<file path="config.mk">
export PLATFORM = sky130hd
export DESIGN_NAME = skid_reg_32bit
export DESIGN_NICKNAME = d
export VERILOG_FILES = /design/src/rtl/skid_reg_32bit.sv
export SDC_FILE = /design/constraint.sdc
export NUM_CORES = 1
export LEC_CHECK = 0
export ABC_CLOCK_PERIOD_IN_PS = 2400
export CAP_MARGIN = 20
export CORE_MARGIN = 2
export CORE_UTILIZATION = 23
export CTS_CLUSTER_SIZE = 16
export DETAILED_ROUTE_END_ITERATION = 16
export PLACE_DENSITY = 0.41
export SYNTH_ARGS = -nofsm -noshare
export SYNTH_HDL_FRONTEND = slang
export SYNTH_SLANG_ARGS = --single-unit
</file>
<file path="constraint.sdc">
create_clock -name clk -period 2.4 [get_ports clk]
set_input_delay 0.36 -clock clk [delete_from_list [all_inputs] [get_ports clk]]
set_output_delay 0.36 -clock clk [all_outputs]
set_load 0.005 [all_outputs]
</file>
<file path="src/rtl/skid_reg_32bit.sv">
// skid_reg_32bit: two-entry elastic register with valid/ready on both sides.
// in_ready and out_valid come straight from state flops, so no ready path crosses the block.
module skid_reg_32bit #(
  parameter int WIDTH = 32
) (
  input  logic             clk,
  input  logic             rst,
  input  logic             in_valid,
  input  logic [WIDTH-1:0] in_data,
  output logic             in_ready,
  output logic             out_valid,
  output logic [WIDTH-1:0] out_data,
  input  logic             out_ready
);

  typedef enum logic [1:0] {
    EMPTY = 2'b00,
    ONE   = 2'b01,
    TWO   = 2'b10,
    BAD   = 2'b11
  } state_e;

  state_e           state_q;
  state_e           state_d;
  logic [WIDTH-1:0] main_q;
  logic [WIDTH-1:0] main_d;
  logic [WIDTH-1:0] skid_q;
  logic [WIDTH-1:0] skid_d;
  logic             accept;
  logic             pop;

  assign accept = in_valid & in_ready;
  assign pop    = out_valid & out_ready;

  always_ff @(posedge clk or posedge rst) begin
    if (rst) begin
      state_q <= EMPTY;
      main_q  <= '0;
      skid_q  <= '0;
    end else begin
      state_q <= state_d;
      main_q  <= main_d;
      skid_q  <= skid_d;
    end
  end

  always_comb begin
    state_d = state_q;
    case (state_q)
      EMPTY: begin
        if (accept) state_d = ONE;
      end
      ONE: begin
        if (accept && !pop) state_d = TWO;
        else if (pop && !accept) state_d = EMPTY;
      end
      TWO: begin
        if (pop) state_d = ONE;
      end
      default: state_d = EMPTY;
    endcase
  end

  // Illegal encoding leaves both data registers untouched while recovering.
  always_comb begin
    main_d = main_q;
    skid_d = skid_q;
    case (state_q)
      EMPTY: begin
        if (accept) main_d = in_data;
      end
      ONE: begin
        if (accept && pop) main_d = in_data;
        else if (accept) skid_d = in_data;
      end
      TWO: begin
        if (pop) main_d = skid_q;
      end
      default: begin
        main_d = main_q;
        skid_d = skid_q;
      end
    endcase
  end

  always_comb begin
    in_ready  = (state_q != TWO);
    out_valid = (state_q != EMPTY);
    out_data  = main_q;
  end

endmodule

</file>
---- Word-level counts from Yosys, hierarchy flattened ----
Cells that the tools add are included.
word-level totals
  logic and storage cells ................. 33
  register bits ........................... 66
  bits of input ports ..................... 36
  output and inout bits ................... 34
cells by class
  bitwise gates (word level) .............. 3
  reduce and logical (&&, ||, !) cells .... 11
  muxes and demuxes ....................... 9
  equality and inequality tests ........... 7
operators by type and width
  kind                  number
  $mux W32              3
  $pmux W32 S3          1
  $mux W2               4
  $ne A2 B2 Y1 const B  4
  $pmux W2 S3           1
  $reduce_and A3 Y1     2
  $reduce_and A4 Y1     1
  $logic_and A1 B1 Y1   3
  $ne A3 B3 Y1 const B  1
  $reduce_bool A3 Y1    1
  $and A1 B1 Y1         2
  $eq A2 B1 Y1 const B  1
  $eq A2 B2 Y1 const B  1
  $logic_not A1 Y1      2
  $logic_not A2 Y1      1
  $reduce_bool A2 Y1    1
  $not A1 Y1            1

---- Depth between registers and ports, before layout ----
Gate-level depths: netlist (run 1).
  depth in word-level cells ............... 7
  mapped depth ............................ 5
  mapped depth without buffers ............ 3

---- Least setup slack after synthesis (run 1) ----
OpenSTA, ideal clock, no wires.
  path type ............................... register to register
  from .................................... register state_q[0]
  to ...................................... register main_q[12], in the netlist out_data[12]
  stages on the path, launching flop included .. 6
  period minus slack after synthesis ...... 1,480 ps
  data required time ...................... 2,275 ps
  data arrival time ....................... 1,355 ps
  path slack .............................. 920 ps
  setup time .............................. 125 ps
  cells stage by stage .................... dfrtp_1 > nand2b_1 > buf_6 > buf_12 > mux2_4 > mux2_4
on the way
  longest elaborated chain between the ends .. 5
  elaborated cells on any way between the ends .. 14
RTL lines
  what                                                line    source
  start, declared                                     23      state_e state_q;
  start signal, assigned                              41      state_q <= state_d;
  $ne A2 B2 Y1 or $reduce_bool A2 Y1 (tied branches)  87, 88
  $and A1 B1 Y1 (on tied branches)                    32, 33
  $logic_and A1 B1 Y1                                 73      if (accept && pop) main_d = in_data;
  $ne A2 B2 Y1 (no source line)                       --
  $reduce_and A4 Y1 (no source line)                  --
  end signal, assigned                                42      main_q <= main_d;
  end, declared                                       25      logic [WIDTH-1:0] main_q;
Parallel ways exist; a longest one is shown, timed or not.
A chain may end at the register's enable or synchronous reset.

---- Final worst setup path (run 1) ----
  from .................................... register state_q[1]
  to ...................................... output port in_ready
on the way
  longest elaborated chain between the ends .. 1
RTL lines
  what           line  source
  $ne A2 B2 Y1   87    in_ready = (state_q != TWO);
  end, declared  10    output logic in_ready,
No other way between the ends.

==> reports/qor.txt, run 1 <==
Slew @ Worst Pin -> 0.483 ns
Post-route insts no fill -> 444
Critical path startpoint category -> flop
GRT overflow -> 0
Max-slew headroom -> 67.8%
Cells after Synth -> 187
Net Count, Synth -> 223
R2R setup slack -> 0.63 ns
P_leak -> 1.91 nW
WL met2 -> 2930 um
RSZ-0062 raised after global routing -> false
Sequential share of the synthesized area -> 52.4%
Number of synthesis warnings -> 0
Area Overhead vs Synth -> 36.7%
Asr flop ratio synth -> 100%
Slowest Stage Delay on Critical Path -> 0.55 ns
CTS resizes -> 0
Crit-path slowest cell -> clkdlybuf4s50_1
Max Used Layer -> met4
Count leader, synth -> dfrtp_1
DIE HEIGHT -> 121 um
Final hold vios -> 0
First-pass GRT wire length -> 10400 um
FF+latch count, synth -> 66
Filler cells -> 1334
H-tree Lvls -> 3
Final Wtd Congestion -> 0.667
# nets final -> 299
Clk_skew -> 0.00390 ns
Top_reg_cell synth -> dfrtp_1
Slew Viols, Final -> 0
Top cells by count, synth -> dfrtp_1, mux2_4, mux2_1
Initial Util -> 23.7%
# clock sinks -> 66
Final antenna-violating net count -> 0
Clk Latency, worst-skew pair -> 0.33 ns
Setup-failing EPs final -> 0
Starting DRT DRC Count -> 18
Min Tclk post-route -> 1.92 ns
Routed WL -> 6420 um
Wl on met1 -> 3010 um
Total Neg Setup Slack -> 0 ns
Area contributors post-synth -> dfrtp_1, mux2_4, mux2_1
Vias after detailed routing -> 1769
Peak supply drop -> 445 uV
Run status -> finished, final reports clean
Post-Syn Area -> 3150 um2
Number of flops mapped to enable cells by yosys -> 0
Post-DP HPWL -> 4110 um
Hold WC Path Type -> input pin to async pin
Max_cap viols -> 0
Setup Crit Path Kind -> flop to primary output
Top Ports -> 70
CTS Hold Bufs -> 0
Largest net degree at the start of global routing -> 35
Final worst-path cycle share -> 80.2%
CORE AREA -> 13300 um2
Critical-path maximum fanout -> 7
Post-CTS setup buffer count -> 0
# diodes -> 0
Syn_area_per_cell -> 16.9 um2
Rows -> 42
DRC -> 0
PortBufs -> 69
Post-synth top area cell -> dfrtp_1
Fin util -> 32.4%
Critical path arrival -> 1.56 ns
Die X -> 121 um
Fmax -> 0.520 GHz
Total die area -> 14700 um2
CP Capture Type -> primary output
Pwr dens -> 965 nW/um2
Routed wire per std cell -> 14.5 um
Inserted Clock Buffers -> 9
CTS tree -> done
Synth cell types -> 19
Worst-path cell chain -> nand2b_2, clkdlybuf4s50_1
Vias in the first global route -> 1908
Met3 WL -> 358 um
First-pass detailed-route iteration total -> 2
Placed Cells -> 428
Vias/cell -> 3.98
Clock root buffer -> clkbuf_16
Crit path buffers/inverters -> 1
Delay-heaviest family, CP -> buffers and inverters
Post-synth top area share -> 52.4%
Share of cells above drive strength 1 -> 31.3%
Clock transition at the registers of the reported paths -> 0.05 ns
Clock Path Buffers -> 2
Total GRT Usage -> 9.62%
Initial antenna violation count -> 0
Required time of the critical path -> 2.04 ns
-- cells in the final DEF (no fill, tap or decap) --
master and count:
clkdlybuf4s50_1 69, dfrtp_1 66, mux2_4 56, mux2_1 36
clkbuf_16 9, mux2_2 4, buf_4 4, clkinv_2 3
clkbuf_1 3, buf_12 3, nor2b_1 2, a21oi_1 2
and2_2 1, nand2b_2 1, nand2b_1 1, nand3b_1 1
o21ai_4 1, or2_1 1, inv_2 1, mux2i_1 1
o22ai_1 1, nand2_1 1, clkbuf_8 1
-- report_power, final --
group | internal [mW] | switching [mW] | leakage, nW
Clock | 0.722 | 0.463 | 0.133
Combinational | 0.873 | 0.352 | 0.999
Sequential | 1.53 | 0.216 | 0.779
Total | 3.12 | 1.03 | 1.91
-- per-stage QoR --
| stage | worst slack [ns] | power [mW] | hold WS (ns) | instance area (um2) |
|---|---|---|---|---|
| floorplan | 0.385 | 2.43 | 0.423 | 3150 |
| CTS | 0.448 | 4.24 | 0.384 | 4310 |
| detailed placement | 0.313 | 3.01 | 0.467 | 4040 |
| finish | 0.475 | 4.16 | 0.378 | 4310 |
| global route | 0.402 | 4.42 | 0.410 | 4310 |
| global placement | 0.349 | 3.00 | 0.465 | 4040 |
-- layer usage --
metal / GRT usage, % / vias up
li1: - / 818
met1: 12.3 / 892
met2: 14.5 / 48
met3: 3.67 / 11
met4: 4.14 / 0
met5: 0 / -
-- layout make-up --
class / instances / area (um2) / area share [%]
Clock buffer: 13 / 250 / 5.81
Clock inverter: 3 / 15.0 / 0.349
Inverter: 1 / 3.75 / 0.0871
Multi-Input combinational cell: 109 / 1390 / 32.2
Sequential cell: 66 / 1650 / 38.3
Tap cell: 176 / 220 / 5.11
Timing Repair Buffer: 76 / 781 / 18.1
-- logic make-up (layout without fill, tap and decap cells) --
family                 after synthesis  after routing  share of synthesized area (%)
AO/OA/AOI/OAI                        4              4                          0.794
AND/OR/NAND/NOR                      8              8                           1.55
flip-flops                          66             66                           52.4
buffers and inverters               12             93                           3.97
multiplexers                        97             97                           41.3
-- worst paths after layout --
path,from,endpoint,cells past startpoint
max,state_q[1],in_ready,2
min,rst,skid_q[26],2
min in group clk,skid_q[22],skid_q[22],1
max reg2reg,state_q[1],out_data[19],4
min reg2reg,skid_q[22],skid_q[22],1
max in group asynchronous,rst,skid_q[15],3
-- worst register-to-register path: stages (launching register included) --
cell and delay [ns]:
dfrtp_1 0.45, nand2b_2 0.24, buf_4 0.35, mux2_1 0.36, mux2_2 0.26
-- registers in the layout (all words and copies together) (netlist names) --
signal / cells
skid_q: 32
out_data: 32
state_q: 2
Power figures use the tool's default switching activity.
==> inputs of run 2 (changes only) <==
--- a/config.mk
+++ b/config.mk
@@ -5,7 +5,7 @@
 export SDC_FILE = /design/constraint.sdc
 export NUM_CORES = 1
 export LEC_CHECK = 0
-export ABC_CLOCK_PERIOD_IN_PS = 2400
+export ABC_CLOCK_PERIOD_IN_PS = 2000
 export CAP_MARGIN = 20
 export CORE_MARGIN = 2
 export CORE_UTILIZATION = 23
==> constraint.sdc (replaced) <==
create_clock -name clk -period 2 [get_ports clk]
set_input_delay 0.3 -clock clk [delete_from_list [all_inputs] [get_ports clk]]
set_output_delay 0.3 -clock clk [all_outputs]
set_load 0.005 [all_outputs]
==> run 2 against run 1 <==
  * Hold slack better by 0.0090 ns
  * Global-route usage hardly changed
  * Sequential cell count stayed put
  * Non-clock buffer count is 2 higher
  * Via count is 0.73% lower
  * Combinational power is 22% higher
  * Sequential share of layout area is 1.0 points lower
  * Die area stayed put
  * Highest routed layer unchanged
==> reports/qor.txt, run 2 (same netlist as run 1, synthesis figures left out) <==
Run status -> finished, final reports clean
CTS tree -> done
CTS resizes -> 0 (unchanged)
Setup-failing EPs final -> 0 (unchanged)
Commonest non-fill, non-tap cell in the layout -> clkdlybuf4s50_1
Share of cells above drive strength 1 -> 33.0% (+1.6 points)
Clk Latency, worst-skew pair -> 0.33 ns (about the same)
Delay-heaviest family, CP -> buffers and inverters
Final hold vios -> 0 (unchanged)
Pwr dens -> 1200 nW/um2 (+24%)
Slew @ Worst Pin -> 0.374 ns (-0.108 ns)
Vias/cell -> 3.94 (-1.2%)
Clock transition at the registers of the reported paths -> 0.06 ns (about the same)
Final antenna-violating net count -> 0 (unchanged)
PortBufs -> 69 (unchanged)
Fmax -> 0.556 GHz
Min Tclk post-route -> 1.80 ns
Setup Crit Path Kind -> flop to primary output
Total Neg Setup Slack -> 0 ns (unchanged)
Total die area -> 14700 um2 (unchanged)
Filler cells -> 1302 (-2.4%)
Top Ports -> 70 (unchanged)
Reg2Reg Capture Point -> skid_q[9]
Max_cap viols -> 0 (unchanged)
CTS Hold Bufs -> 0 (unchanged)
First-pass detailed-route iteration total -> 4 (+2)
Rows -> 42 (unchanged)
CP Capture Type -> primary output
Slowest Stage Delay on Critical Path -> 0.54 ns (about the same)
Required time of the critical path -> 1.70 ns (-0.34 ns)
GRT overflow -> 0 (unchanged)
P_leak -> 1.96 nW (+2.5%)
CORE AREA -> 13300 um2 (unchanged)
Clock root buffer -> clkbuf_16
Post-CTS setup buffer count -> 0 (unchanged)
# nets final -> 301 (+0.67%)
Slew Viols, Final -> 0 (unchanged)
Dpl ws -> 0.0452 ns (-0.268 ns)
Vias after detailed routing -> 1756 (-0.73%)
Reg2reg path depth -> 4 (unchanged)
DIE HEIGHT -> 121 um (unchanged)
Critical path arrival -> 1.50 ns (-0.06 ns)
Hold WC Path Type -> input pin to async pin
Peak supply drop -> 406 uV (-8.9%)
Final worst-path cycle share -> 90.0%
First-pass GRT wire length -> 10500 um (+0.40%)
Overall power -> 5.31 mW (+28%)
RSZ-0062 raised after global routing -> false
Routed wire per std cell -> 14.3 um (-1.3%)
DRC -> 0 (unchanged)
Initial antenna violation count -> 0 (unchanged)
Initial Util -> 23.7% (unchanged)
Post-DP Area -> 4100 um2 (+1.3%)
Critical path startpoint category -> flop
Area Overhead vs Synth -> 40.4%
Max-slew headroom -> 75.0% (+7.3 points)
Clk_skew -> 0.00597 ns (+0.00207 ns)
Routed WL -> 6370 um (-0.87%)
Inserted Clock Buffers -> 9 (unchanged)
Die X -> 121 um (unchanged)
# clock sinks -> 66 (unchanged)
H-tree Lvls -> 3 (unchanged)
# diodes -> 0 (unchanged)
Critical-path maximum fanout -> 6 (-1)
Crit-path slowest cell -> clkdlybuf4s50_1
Starting DRT DRC Count -> 44 (+26)
Worst setup margin -> 0.200 ns (-0.275 ns)
Worst-path cell chain -> nand2b_2, clkdlybuf4s50_1
Vias in the first global route -> 1927 (+1.0%)
R2R setup slack -> 0.38 ns (-0.25 ns)
Design area -> 4420 um2 (+2.7%)
Post-DP HPWL -> 4130 um (+0.54%)
Crit path buffers/inverters -> 1 (unchanged)
Largest net degree at the start of global routing -> 67 (+91%)
Final Wtd Congestion -> 0.677 (+1.5%)
Clock Path Buffers -> 2 (unchanged)
Most frequent cells in the layout -> clkdlybuf4s50_1, dfrtp_1, mux2_4
Total GRT Usage -> 9.64% (+0.012 points)
Fin util -> 33.3% (+0.88 points)
R2r startpoint -> state_q[0]
==> run 2: how the worst max path moves through the flow <==
stage / from / end / slack (ns) / cells past startpoint
finish: state_q[0] / in_ready / 0.20 / 2
global route: state_q[0] / in_ready / 0.13 / 2
CTS: state_q[0] / in_ready / 0.17 / 2
detailed placement: out_ready / skid_q[13] / 0.05 / 5
global placement: out_ready / skid_q[9] / 0.09 / 5
floorplan: rst / out_data[0] / 0.05 / 1
==> run 2: metal layers <==
metal | global-route usage, % | vias to the layer above | share of wire, %
li1 | - | 822 | -
met1 | 11.7 | 880 | 47
met2 | 15.3 | 50 | 46
met3 | 4.32 | 4 | 5.8
met4 | 2.83 | 0 | 0.86
met5 | 0 | - | 0
==> run 2: worst min-delay path, cell delays in order <==
cell and delay (ns):
clkdlybuf4s50_1 0.42, inv_2 0.07, buf_12 0.33
==> run 2: where the power goes <==
| part | total (mW) | switching (mW) | internal (mW) |
|---|---|---|---|
| clock | 1.72 | 0.591 | 1.13 |
| combinational | 1.50 | 0.429 | 1.07 |
| sequential | 2.09 | 0.255 | 1.83 |
| total | 5.31 | 1.28 | 4.03 |
==> run 2: stage by stage <==
stage          instances  hold slack (ns)
5_1_grt              446            0.421
3_5_place_dp         430            0.472
6_report             446            0.387
4_1_cts              446            0.394
2_1_floorplan        187            0.363
3_3_place_gp         430            0.463
==> run 2: layout make-up <==
class | count | area (um2) | area share (%)
clock buffer | 10 | 239 | 5.40
clock inverter | 6 | 90.1 | 2.04
inverter | 1 | 3.75 | 0.0848
multi-input combinational | 109 | 1390 | 31.3
sequential | 66 | 1650 | 37.3
tap | 176 | 220 | 4.98
timing repair buffer | 78 | 833 | 18.8
